<file path="config.mk">
export PLATFORM = sky130hd
export DESIGN_NAME = seg7_scan_driver
export DESIGN_NICKNAME = d
export VERILOG_FILES = /design/src/rtl/seg7_pkg.sv /design/src/rtl/seg7_glyph.sv /design/src/rtl/seg7_scan_driver.sv
export SDC_FILE = /design/constraint.sdc
export NUM_CORES = 1
export LEC_CHECK = 0
export BUFFER_PORTS_ARGS = -buffer_cell sky130_fd_sc_hd__clkbuf_2
export CAP_MARGIN = 20
export CORE_ASPECT_RATIO = 0.6
export CORE_MARGIN = 2
export CORE_UTILIZATION = 51
export CTS_CLUSTER_SIZE = 30
export DETAILED_ROUTE_END_ITERATION = 10
export PLACE_DENSITY = 0.77
export SYNTH_ARGS = -nofsm -noshare
export SYNTH_HDL_FRONTEND = slang
export SYNTH_HIERARCHICAL = 1
export SYNTH_SLANG_ARGS = --single-unit
</file>
<file path="constraint.sdc">
create_clock -name clk -period 2.59 [get_ports clk]
set_clock_uncertainty 0.05 [all_clocks]
set_input_delay 0.1295 -clock clk [delete_from_list [all_inputs] [get_ports clk]]
set_output_delay 0.1295 -clock clk [all_outputs]
set_load 0.05 [all_outputs]
</file>
<file path="src/rtl/seg7_pkg.sv">
// -----------------------------------------------------------------------------
// seg7_pkg
// Shared constants and types for the multiplexed 7-segment driver.
//   GLYPH        : 16-entry hex glyph table, active-high, bit6 = g .. bit0 = a
//   SEG_OFF      : active-high pattern with every segment dark
//   slot_state_e : phase within one digit slot (BLANK guard, then DRIVE)
// -----------------------------------------------------------------------------
package seg7_pkg;

    typedef enum logic {
        BLANK = 1'b0,
        DRIVE = 1'b1
    } slot_state_e;

    localparam logic [6:0] SEG_OFF = 7'h00;

    localparam logic [6:0] GLYPH [16] = '{
        7'h3F, 7'h06, 7'h5B, 7'h4F,   // 0 1 2 3
        7'h66, 7'h6D, 7'h7D, 7'h07,   // 4 5 6 7
        7'h7F, 7'h6F, 7'h77, 7'h7C,   // 8 9 A b
        7'h39, 7'h5E, 7'h79, 7'h71    // C d E F
    };

endpackage

</file>
<file path="src/rtl/seg7_glyph.sv">
// -----------------------------------------------------------------------------
// seg7_glyph
// Combinational hex-to-segment decode.
//   nibble  : hex digit to display
//   blank   : 1 = force all segments off (suppressed leading zero)
//   pattern : active-high segments, bit6 = g .. bit0 = a
// -----------------------------------------------------------------------------
module seg7_glyph
    import seg7_pkg::*;
(
    input  logic [3:0] nibble,
    input  logic       blank,
    output logic [6:0] pattern
);

    always_comb begin
        pattern = GLYPH[nibble];
        if (blank) begin
            pattern = SEG_OFF;
        end
    end

endmodule

</file>
<file path="src/rtl/seg7_scan_driver.sv">
// -----------------------------------------------------------------------------
// seg7_scan_driver
// Time-multiplexed driver for an N-digit 7-segment bank.
//   clk, rst  : clock, synchronous active-high reset
//   value     : packed hex digits, digit 0 = bits [3:0]
//   load      : capture value/dp_in into the shadow registers
//   dp_in     : per-digit decimal point, 1 = lit
//   enable    : 0 = display dark and scan frozen
//   seg       : segments a..g (bit0 = a), polarity per ACTIVE_LOW
//   dp_out    : decimal point, polarity per ACTIVE_LOW
//   an        : one-hot digit select, polarity per ACTIVE_LOW
//   digit_idx : digit currently being scanned
// Each slot of REFRESH_DIV cycles starts with BLANK_CYCLES of all anodes off
// to stop the previous digit's pattern ghosting onto the next anode.
// Handshake: load is a single-cycle strobe with no back-pressure; it is
// always accepted on the edge where it is sampled high (rst = 0).
// -----------------------------------------------------------------------------
module seg7_scan_driver
    import seg7_pkg::*;
#(
    parameter int NUM_DIGITS    = 4,
    parameter int REFRESH_DIV   = 50000,
    parameter int BLANK_CYCLES  = 500,
    parameter bit ACTIVE_LOW    = 1'b1,
    parameter bit BLANK_LEADING = 1'b1,
    localparam int IDX_W        = (NUM_DIGITS > 1) ? $clog2(NUM_DIGITS) : 1
) (
    input  logic                    clk,
    input  logic                    rst,
    input  logic [4*NUM_DIGITS-1:0] value,
    input  logic                    load,
    input  logic [NUM_DIGITS-1:0]   dp_in,
    input  logic                    enable,
    output logic [6:0]              seg,
    output logic                    dp_out,
    output logic [NUM_DIGITS-1:0]   an,
    output logic [IDX_W-1:0]        digit_idx
);

    localparam int CW = $clog2(REFRESH_DIV);
    localparam logic [CW-1:0]    LAST_CNT = CW'(REFRESH_DIV - 1);
    localparam logic [CW-1:0]    BLANK_C  = CW'(BLANK_CYCLES);
    localparam logic [IDX_W-1:0] LAST_IDX = IDX_W'(NUM_DIGITS - 1);

    // Idle (deasserted) levels on the pins
    localparam logic [6:0]            SEG_IDLE = ACTIVE_LOW ? ~SEG_OFF : SEG_OFF;
    localparam logic                  DP_IDLE  = ACTIVE_LOW;
    localparam logic [NUM_DIGITS-1:0] AN_IDLE  = ACTIVE_LOW ? '1 : '0;

    logic [4*NUM_DIGITS-1:0] shadow_value;
    logic [NUM_DIGITS-1:0]   shadow_dp;
    logic [CW-1:0]           cnt;
    logic [3:0]              slot_nib;
    logic                    slot_dp;
    logic                    slot_blank;

    slot_state_e             slot_state;
    logic [3:0]              nibs [NUM_DIGITS];
    logic [NUM_DIGITS-1:0]   lead_zero;
    logic                    higher_zero;
    logic                    latch_now;
    logic [3:0]              eff_nib;
    logic                    eff_dp;
    logic                    eff_blank;
    logic [6:0]              glyph_pat;
    logic [NUM_DIGITS-1:0]   an_onehot;

    for (genvar i = 0; i < NUM_DIGITS; i++) begin : g_nib
        assign nibs[i] = shadow_value[4*i +: 4];
    end

    // Zero digits with only zeros above them are leading zeros; digit 0 is
    // always shown so an all-zero value reads "0".
    always_comb begin
        lead_zero   = '0;
        higher_zero = 1'b1;
        for (int i = NUM_DIGITS - 1; i >= 0; i--) begin
            lead_zero[i] = higher_zero && (nibs[i] == 4'h0);
            higher_zero  = lead_zero[i];
        end
        lead_zero[0] = 1'b0;
    end

    assign slot_state = (cnt < BLANK_C) ? BLANK : DRIVE;

    // The slot register is loaded on the first DRIVE cycle. That same cycle
    // already has to produce the new digit in the output register, so the
    // decode path bypasses the slot register while latching. The bypass reads
    // the shadow registers as they stand before any same-cycle load.
    assign latch_now = enable && (cnt == BLANK_C);
    assign eff_nib   = latch_now ? nibs[digit_idx] : slot_nib;
    assign eff_dp    = latch_now ? shadow_dp[digit_idx] : slot_dp;
    assign eff_blank = latch_now ? (BLANK_LEADING && lead_zero[digit_idx]) : slot_blank;
    assign an_onehot = NUM_DIGITS'(1) << digit_idx;

    seg7_glyph u_glyph (
        .nibble  (eff_nib),
        .blank   (eff_blank),
        .pattern (glyph_pat)
    );

    always_ff @(posedge clk) begin
        if (rst) begin
            shadow_value <= '0;
            shadow_dp    <= '0;
            cnt          <= '0;
            digit_idx    <= '0;
            slot_nib     <= 4'h0;
            slot_dp      <= 1'b0;
            slot_blank   <= 1'b0;
            seg          <= SEG_IDLE;
            dp_out       <= DP_IDLE;
            an           <= AN_IDLE;
        end else begin
            if (load) begin
                shadow_value <= value;
                shadow_dp    <= dp_in;
            end

            if (enable) begin
                if (cnt == LAST_CNT) begin
                    cnt       <= '0;
                    digit_idx <= (digit_idx == LAST_IDX) ? '0 : digit_idx + 1'b1;
                end else begin
                    cnt <= cnt + 1'b1;
                end
            end

            if (latch_now) begin
                slot_nib   <= eff_nib;
                slot_dp    <= eff_dp;
                slot_blank <= eff_blank;
            end

            if (!enable || slot_state == BLANK) begin
                seg    <= SEG_IDLE;
                dp_out <= DP_IDLE;
                an     <= AN_IDLE;
            end else begin
                seg    <= ACTIVE_LOW ? ~glyph_pat : glyph_pat;
                dp_out <= ACTIVE_LOW ? ~eff_dp : eff_dp;
                an     <= ACTIVE_LOW ? ~an_onehot : an_onehot;
            end
        end
    end

endmodule

</file>
==> impl_metrics.json, run 1 <==
{
  "outcome": "complete, but fails checks",
  "violations": "setup timing",
  "nFillCells": 423,
  "worst_pin_slew_ns": 1.03,
  "rr_startpoint": "cnt[10]$_SDFFE_PP0P_",
  "synthTopCellsByCount": "dfxtp_1, nor2_1, mux2i_1",
  "internal_power_mw": 1.33,
  "synth_top_area_frac": 0.422,
  "setup_viol": 4,
  "dp.cells": 385,
  "min_path_type": "primary input to flip-flop",
  "num_vias": 2170,
  "cp-end-kind": "flip-flop",
  "rows": 20,
  "cts_tree": "done",
  "gp_congestion": 0.896,
  "dieArea_mm2": 0.00582,
  "nNetsFinal": 377,
  "syn-mean-instance-area_um2": 9.94,
  "fin_cells": 408,
  "hold_path_depth": 3,
  "pwr-share-clk": 0.410,
  "crit_chain": "or4_4 > nor4_4 > mux2_4 > inv_4 > ha_4 > inv_2 > mux4_2 > nor2_1 > nand2_1",
  "first_pass_iters": 4,
  "critical-path-max-stage-delay_ns": 0.57,
  "critical_path_buf_inv_count": 2,
  "drive_gt1_frac": 0.354,
  "seqPwrFrac": 0.526,
  "numCtsBuffers": 5,
  "max_clock_freq_mhz": 369,
  "ctsHtreeMaxLevel": 2,
  "viasPerCell": 5.32,
  "synth_ff_type": "dfxtp_1",
  "syn_nets": 303,
  "grt_max_degree": 32,
  "cp-start-kind": "flip-flop",
  "netlist-cell-type-count": 44,
  "cts_num_sinks": 56,
  "yosysTopAreaCell": "dfxtp_1",
  "fin_crit_sh": 1.05,
  "async_flop_share": 0,
  "fp.coreArea_mm2": 0.00503,
  "synth.most_common_cell": "dfxtp_1",
  "post_dp_cell_area_mm2": 0.00308,
  "root_buffer": "clkbuf_8",
  "final_area_mm2": 0.00342,
  "p_total_mw": 1.70,
  "dpl.hpwl_mm": 4.26,
  "rr_worst_depth": 9,
  "maxCapViolCount": 0,
  "synth-edff-count": 0,
  "grt_pass1_wl_mm": 9.43,
  "clkLatencyLatePin_ns": 0.32,
  "syn-cell-area_mm2": 0.00266,
  "ys_seq_area_frac": 0.422,
  "tns_ns": -0.329,
  "critical_path_class": "flip-flop to flip-flop",
  "setup_slack_ns": -0.121,
  "crit_slowest_cell": "or4_4",
  "holdPathEnd": "shadow_dp[3]$_SDFFE_PP0P_",
  "grt_overflow": 0,
  "die_w_um": 97.2,
  "power_switching_uw": 375,
  "ant_nets": 0,
  "num_antenna_cells": 0,
  "route.detailed.drc": 0,
  "wl_per_cell_um": 14.6,
  "slew_headroom": 0.314,
  "p_leak_nw": 1.44,
  "required_ns": 2.73,
  "first_iter_violations": 110,
  "io_pins": 38,
  "ys_top_cells_by_area": "dfxtp_1, mux2i_1, nor2_1",
  "p_per_area_mw_per_mm2": 499,
  "r2r_slack_ns": -0.12,
  "synthCells": 267,
  "swShare": 0.220,
  "crit_arrival_ns": 2.85,
  "pwr-share-comb": 0.064,
  "cp_max_fo": 5,
  "finalCriticalPeriod_ns": 2.71,
  "start_util": 0.528,
  "finalMaxSlewViolations": 0,
  "crit_family": "simple AND/OR/NAND/NOR gates",
  "port_buffers": 37,
  "postRouteWirelength_mm": 5.96,
  "worstHoldStart": "dp_in[3]",
  "grt_pass1_vias": 1936,
  "areaGrowthSynthToFinish_pct": 28.7,
  "timing.final.hold_violations": 0,
  "worstReg2RegEnd": "seg[3]$_SDFF_PP1_",
  "ys_warn_count": 6,
  "ys_ff_latch": 56,
  "die_h_um": 59.9,
  "grt_setup_unrepaired": "yes",
  "clockBufferDepth": 2,
  "max-vdd-ir-drop_mv": 0.315,
  "grt_antenna_before_repair": 0,
  "clk_transition_reported_paths_ns": 0.11,
  "grt_usage": 0.208
}
[registers in the layout, summed over array words and instances, names as in the netlist]
register and cells:
shadow_value 16, shadow_dp 4, digit_idx 2, slot_nib 4
seg 7, dp_out 1, slot_blank 1, slot_dp 1
cnt 16, an 4
[cells in the final DEF (no fill, tap or decap), types with 2 or more instances in the layout]
cell type,n
ha_2,2
nor2_1,44
xnor2_1,9
buf_4,36
a31o_2,2
and4_1,3
ha_4,2
mux2_4,5
mux2i_1,24
nand2b_1,4
or4_4,2
nand2_1,15
dlygate4sd3_1,8
nand3_1,4
nor3_1,2
inv_2,2
mux4_2,6
a21oi_1,3
and3_1,3
inv_4,2
dfxtp_1,54
dfxtp_2,2
bufinv_16,2
nor4_1,4
o21ai_0,2
inv_1,7
ha_1,8
nand4_1,6
nor2b_1,5
clkbuf_2,37
clkbuf_8,5
nand4b_1,2
a211oi_1,2
xor2_1,5
a211oi_2,3
a21oi_2,2
[per-layer routing]
metal | wire (µm) | up-vias | GRT usage
li1 | - | 1079 | -
met1 | 3150 | 1032 | 0.300
met2 | 2450 | 51 | 0.308
met3 | 298 | 8 | 0.0538
met4 | 64 | 0 | 0.0644
met5 | 0 | - | 0
[final cells by class]
| cell class | instances | area [µm²] | share of cell area |
|---|---|---|---|
| sequential | 56 | 1120 | 0.329 |
| timing repair buffer | 81 | 536 | 0.157 |
| clock inverter | 3 | 68.8 | 0.0201 |
| multi-input combinational | 186 | 1490 | 0.437 |
| tap | 66 | 82.6 | 0.0242 |
| inverter | 11 | 46.3 | 0.0135 |
| clock buffer | 5 | 68.8 | 0.0201 |
[worst reg2reg max path, cell delays in order (launching register included)]
cell	delay, ns
dfxtp_2	0.33
or4_4	0.57
nor4_4	0.42
mux2_4	0.38
inv_4	0.09
ha_4	0.13
inv_2	0.03
mux4_2	0.44
nor2_1	0.09
nand2_1	0.05
[power by group through the flow]
stage / sequential [mW] / combinational, mW / clock (mW)
detailed placement: 0.917 / 0.0989 / 0
floorplan: 0.913 / 0.0650 / 0
global placement: 0.916 / 0.0962 / 0
finish: 0.897 / 0.109 / 0.699
CTS: 0.897 / 0.108 / 0.699
global route: 0.901 / 0.120 / 0.735
[kinds of logic (layout without fill, tap and decap cells)]
kind of cell / Yosys count / after routing / synth area share
buffers and inverters: 26 / 100 / 0.0537
AO/OA/AOI/OAI: 18 / 18 / 0.0467
XOR/XNOR: 14 / 14 / 0.0462
AND/OR/NAND/NOR: 107 / 107 / 0.216
multiplexers: 34 / 35 / 0.158
flip-flops: 56 / 56 / 0.422
adder cells (fa/ha/maj): 12 / 12 / 0.0565
[how the worst max path moves through the flow]
stage / startpoint / endpoint / slack (ns) / cells after the start
floorplan: cnt[8]$_SDFFE_PP0P_ / seg[3]$_SDFF_PP1_ / -0.16 / 10
global placement: cnt[15]$_SDFFE_PP0P_ / seg[3]$_SDFF_PP1_ / -0.05 / 7
detailed placement: cnt[15]$_SDFFE_PP0P_ / seg[3]$_SDFF_PP1_ / -0.08 / 9
CTS: cnt[15]$_SDFFE_PP0P_ / seg[3]$_SDFF_PP1_ / -0.1 / 9
global route: cnt[10]$_SDFFE_PP0P_ / seg[2]$_SDFF_PP1_ / -0.24 / 8
finish: cnt[10]$_SDFFE_PP0P_ / seg[3]$_SDFF_PP1_ / -0.12 / 9
[timing repair]
item,4_1_cts,5_1_grt
gates cloned,0,1
pin swaps,1,7
hold endpoints to repair,8,0
gates resized for setup,1,16
setup endpoints to repair,7,7
hold buffers,8,0
setup buffers,2,5
[metrics by stage]
stage          setup slack [ns]  utilization  hold WS (ns)
2_1_floorplan            -0.158            -         0.226
3_3_place_gp            -0.0482        0.612         0.313
3_5_place_dp            -0.0787        0.612         0.325
4_1_cts                 -0.0984        0.659      0.000645
5_1_grt                  -0.242        0.680        0.0224
6_report                 -0.121        0.680      0.000724
(Power assumes the default switching activity.)
==> inputs of run 2 (changes only) <==
Settings changed: CORE_UTILIZATION 51 to 60, GPL_TIMING_DRIVEN set to 0, PLACE_DENSITY 0.77 to 0.85.
Clock period 2.59 ns to 3.21 ns, I/O delays scaled along.
==> run 2 against run 1 <==
Effect of this change: the flow now finishes without violations; via count fell by 4.5%; global-route usage up 2.1 points; sequential power is 19% lower; sequential cell count unchanged; first-iteration DRC count up 52%; non-clock buffer count down 28; worst hold slack improved by 0.021 ns; maximum frequency is 9.6% lower; combinational power fell by 29%; wire length decreased by 9.5%; sequential share of layout area rose by 4.0 points; clock power fell by 33%.
==> impl_metrics.json, run 2 (synthesized netlist as in run 1, its figures left out) <==
{
  "drive_gt1_frac": 0.236,
  "die_w_um": 89.9,
  "cts_num_sinks": 56,
  "numCtsBuffers": 5,
  "grt_pass1_vias": 1913,
  "clockBufferDepth": 2,
  "nNetsFinal": 348,
  "critical_path_class": "flip-flop to flip-flop",
  "seq_area_mm2": 0.00112,
  "clkLatencyLatePin_ns": 0.31,
  "dpl.hpwl_mm": 4.10,
  "start_util": 0.634,
  "hold_path_depth": 3,
  "gp_congestion": 0.883,
  "r2r_slack_ns": 0.21,
  "dieArea_mm2": 0.00499,
  "timing.final.hold_violations": 0,
  "maxCapViolCount": 0,
  "num_antenna_cells": 0,
  "holdPathEnd": "shadow_value[15]$_SDFFE_PP0P_",
  "finalCriticalPeriod_ns": 3.00,
  "areaGrowthSynthToFinish_pct": 14.7,
  "worst_pin_slew_ns": 0.770,
  "tns_ns": 0,
  "cp-start-kind": "flip-flop",
  "grt_setup_unrepaired": "no",
  "first_iter_violations": 167,
  "critical_path.startpoint": "cnt[8]$_SDFFE_PP0P_",
  "wl_per_cell_um": 14.5,
  "p_leak_nw": 1.24,
  "route.detailed.drc": 0,
  "max-vdd-ir-drop_mv": 0.269,
  "cp_max_fo": 8,
  "rows": 18,
  "io_pins": 38,
  "root_buffer": "clkbuf_8",
  "cts_tree": "done",
  "worstReg2RegEnd": "seg[2]$_SDFF_PP1_",
  "viasPerCell": 5.55,
  "worstHoldStart": "value[15]",
  "rr_worst_depth": 10,
  "top_regs": "cnt x16, shadow_value x16, seg x7",
  "fp.coreArea_mm2": 0.00419,
  "ant_nets": 0,
  "setup_viol": 0,
  "final_common_cell": "dfxtp_1",
  "first_pass_iters": 4,
  "multi_input_area_mm2": 0.00139,
  "grt_antenna_before_repair": 0,
  "grt_usage": 0.229,
  "postRouteWirelength_mm": 5.40,
  "cp-end-kind": "flip-flop",
  "rr_startpoint": "cnt[8]$_SDFFE_PP0P_",
  "max_clock_freq_mhz": 334,
  "slew_headroom": 0.481,
  "fin_crit_sh": 0.934,
  "num_vias": 2072,
  "crit_arrival_ns": 3.14,
  "grt_overflow": 0,
  "p_total_mw": 1.27,
  "setup_slack_ns": 0.212,
  "nFillCells": 315,
  "p_per_area_mw_per_mm2": 417,
  "outcome": "finished, final reports clean",
  "grt_pass1_wl_mm": 9.18,
  "final_cell_mix": "dfxtp_1, nor2_1, clkbuf_2, mux2i_1, nand2_1",
  "dp_slack_ns": 0.116,
  "min_path_type": "primary input to flip-flop",
  "required_ns": 3.36,
  "die_h_um": 55.5,
  "ctsHtreeMaxLevel": 2,
  "finalMaxSlewViolations": 0,
  "clk_transition_reported_paths_ns": 0.10,
  "grt_max_degree": 19,
  "port_buffers": 35
}
[run 2: cell count changes in the layout (fill, tap and decap cells not counted), moves of 4 or more]
cell / previous run / this run
mux2_4: 5 / 0
inv_1: 7 / 11
buf_4: 36 / 6
mux2_2: 0 / 4
dlygate4sd3_1: 8 / 0
clkbuf_1: 0 / 5
ha_1: 8 / 12
[run 2: how the worst max path moves through the flow]
stage | cells after the start | end
after detailed placement | 9 | seg[3]$_SDFF_PP1_
after CTS | 9 | seg[3]$_SDFF_PP1_
after global placement | 8 | seg[2]$_SDFF_PP1_
final | 10 | seg[2]$_SDFF_PP1_
after global routing | 10 | seg[2]$_SDFF_PP1_
after floorplan | 9 | seg[3]$_SDFF_PP1_
[run 2: cell type report]
cell class / instances / share of cell area
plain buffers: 15 / 0.0333
clock buffers: 5 / 0.0226
clock inverters: 3 / 0.0156
inverters: 11 / 0.0136
multi-input cells: 185 / 0.457
flip-flops and latches: 56 / 0.368
well taps: 60 / 0.0247
repair buffers: 38 / 0.0649
[run 2: layer usage]
layer | GRT usage | routed length (µm) | part of all wire
met5 | 0 | 0 | 0
met4 | 0.0879 | 52 | 0.0096
met3 | 0.0505 | 457 | 0.085
met2 | 0.310 | 2120 | 0.39
met1 | 0.353 | 2760 | 0.51
[run 2: repair_timing]
item,CTS,global route
resized for setup,0,0
hold buffers,0,0
setup endpoints to repair,0,2
buffers inserted,0,3
[run 2: through the flow]
| stage | area, µm² | util | instances | hold slack (ns) |
|---|---|---|---|---|
| 2_1_floorplan | 2660 | - | 267 | 0.257 |
| 3_3_place_gp | 2910 | 0.694 | 362 | 0.343 |
| 3_5_place_dp | 2910 | 0.694 | 362 | 0.352 |
| 4_1_cts | 3020 | 0.721 | 370 | 0.0220 |
| 5_1_grt | 3040 | 0.727 | 373 | 0.0320 |
| 6_report | 3040 | 0.727 | 373 | 0.0220 |
[run 2: critical path, cell delays in order, from the launching register on]
cell,delay [ns]
dfxtp_1,0.33
buf_4,0.15
or4b_1,0.50
nor4_4,0.29
buf_4,0.19
mux2_2,0.41
inv_1,0.12
ha_1,0.22
and2b_2,0.24
a211oi_1,0.29
nand2_1,0.08
[run 2: report_power, final]
part	internal, mW	total, mW	switching (mW)
Sequential	0.712	0.725	0.0132
Clock	0.235	0.465	0.230
Combinational	0.0393	0.0778	0.0384
==> inputs of run 3 (changes only) <==
Settings changed: CTS_BUF_LIST set to sky130_fd_sc_hd__clkbuf_4 sky130_fd_sc_hd__clkbuf_8 sky130_fd_sc_hd__clkbuf_16, RECOVER_POWER set to 100.
==> run 3 against run 2 <==
Effect of this change: clock power hardly changed; wire length increased by 0.32%; final area shrank 0.95%; clock-buffer cell count stayed put; core utilization fell by 0.69 points; worst hold slack better by 0.0047 ns; sequential share of layout area increased by 0.35 points; cell count unchanged; non-clock buffer count did not move; via count grew 0.87%; die area unchanged; largest cell class unchanged; sequential power is essentially flat.
==> impl_metrics.json, run 3 (synthesized netlist as in run 1, its figures left out) <==
{
  "finalCriticalPeriod_ns": 3.01,
  "cp_max_fo": 8,
  "maxCapViolCount": 0,
  "dp_slack_ns": 0.116,
  "tns_ns": 0,
  "seqPwrFrac": 0.573,
  "swShare": 0.221,
  "num_antenna_cells": 0,
  "final_area_mm2": 0.00302,
  "p_leak_nw": 1.20,
  "drive_gt1_frac": 0.173,
  "m1WireLength_mm": 2.80,
  "route.detailed.drc": 0,
  "slew_headroom": 0.465,
  "nFillCells": 329,
  "internal_power_uw": 986,
  "critical_path_class": "flip-flop to flip-flop",
  "cp-end-kind": "flip-flop",
  "grt_pass1_vias": 1913,
  "first_pass_iters": 4,
  "p_per_area_mw_per_mm2": 420,
  "dpl.hpwl_mm": 4.10,
  "wl_per_cell_um": 14.5,
  "min_path_type": "primary input to flip-flop",
  "ant_nets": 0,
  "start_util": 0.634,
  "numCtsBuffers": 5,
  "gp_congestion": 0.883,
  "fin_crit_sh": 0.936,
  "first_iter_violations": 156,
  "wl_met3_um": 436,
  "worstHoldStart": "value[15]",
  "highest_layer": "met4",
  "io_pins": 38,
  "ctsHtreeMaxLevel": 2,
  "critical_path.startpoint": "cnt[8]$_SDFFE_PP0P_",
  "clk_transition_reported_paths_ns": 0.10,
  "grt_setup_unrepaired": "no",
  "pwr-share-comb": 0.061,
  "postRouteWirelength_mm": 5.41,
  "port_buffers": 35,
  "cts_tree": "done",
  "outcome": "finished, final reports clean",
  "p_total_mw": 1.27,
  "die_h_um": 55.5,
  "fin_cells": 373,
  "grt_pass1_wl_mm": 9.18,
  "grt_max_degree": 19,
  "worst_pin_slew_ns": 0.793,
  "final_cell_mix": "dfxtp_1, nor2_1, mux2i_1, clkbuf_2, clkbuf_1",
  "timing.final.hold_violations": 0,
  "clockBufferDepth": 2,
  "grt_antenna_before_repair": 0,
  "nNetsFinal": 348,
  "cts_num_sinks": 56,
  "rr_startpoint": "cnt[8]$_SDFFE_PP0P_",
  "clkLatencyLatePin_ns": 0.31,
  "required_ns": 3.36,
  "rows": 18,
  "num_vias": 2090,
  "fp.coreArea_mm2": 0.00419,
  "max_clock_freq_mhz": 333,
  "wl_met2_mm": 2.12,
  "grt_usage": 0.229,
  "final_util": 0.720,
  "die_w_um": 89.9,
  "pwr-share-clk": 0.366,
  "setup_slack_ns": 0.204,
  "setup_viol": 0,
  "finalMaxSlewViolations": 0,
  "top_regs": "cnt x16, shadow_value x16, seg x7",
  "root_buffer": "clkbuf_8",
  "crit_arrival_ns": 3.15,
  "cp-start-kind": "flip-flop",
  "power_switching_uw": 280,
  "grt_overflow": 0,
  "hold_buffers": 0,
  "areaGrowthSynthToFinish_pct": 13.6,
  "final_common_cell": "dfxtp_1",
  "dp.cells": 362,
  "max-vdd-ir-drop_mv": 0.270,
  "viasPerCell": 5.60,
  "dieArea_mm2": 0.00499,
  "hold_slack_ns": 0.0267,
  "post_dp_cell_area_mm2": 0.00291
}
==> run 3: cell types whose count changed in the layout (fill, tap and decap cells not counted), sizes merged <==
cell and delta:
buf -1, clkbuf +1
==> run 3: repair_timing <==
item | in CTS | in global routing
setup buffers | 0 | 3
endpoints found under the hold margin | 0 | 0
endpoints found under the setup margin | 0 | 2
gates resized for setup | 0 | 0
==> run 3: final timing paths <==
check,endpoint,slack [ns],cells after the start
setup / recovery,seg[3]$_SDFF_PP1_,0.20,11
hold / removal,shadow_value[15]$_SDFFE_PP0P_,0.03,3
setup reg to reg,seg[3]$_SDFF_PP1_,0.20,11
hold reg to reg,slot_dp$_SDFFE_PP0P_,0.44,2
==> run 3: power by group through the flow <==
stage / combinational [mW] / sequential (mW) / clock, mW
floorplan: 0.0523 / 0.736 / 0
global placement: 0.0749 / 0.740 / 0
detailed placement: 0.0775 / 0.741 / 0
CTS: 0.0779 / 0.725 / 0.473
global route: 0.0874 / 0.728 / 0.500
finish: 0.0774 / 0.725 / 0.463
==> run 3: layout make-up <==
| cell class | instances | area, µm² | share of cell area |
|---|---|---|---|
| Inverter | 11 | 41.3 | 0.0137 |
| Tap cell | 60 | 75.1 | 0.0249 |
| Clock buffer | 5 | 68.8 | 0.0228 |
| Clock inverter | 3 | 47.5 | 0.0158 |
| Timing Repair Buffer | 38 | 180 | 0.0598 |
| Buffer | 15 | 97.6 | 0.0324 |
| Sequential cell | 56 | 1120 | 0.372 |
| Multi-Input combinational cell | 185 | 1380 | 0.459 |
==> run 3: critical path, stage by stage, from the launching register on <==
cell and delay [ns]:
dfxtp_1 0.33, buf_4 0.15, or4b_1 0.50, nor4_4 0.29, buf_4 0.19, mux2_1 0.41
inv_1 0.16, ha_1 0.15, inv_1 0.05, mux4_2 0.45, nor2_1 0.10, nand2_1 0.06
==> run 3: layer usage <==
layer,vias to the layer above,GRT usage
met3,5,0.0505
li1,1019,-
met1,973,0.353
met5,-,0
met2,93,0.310
met4,0,0.0879
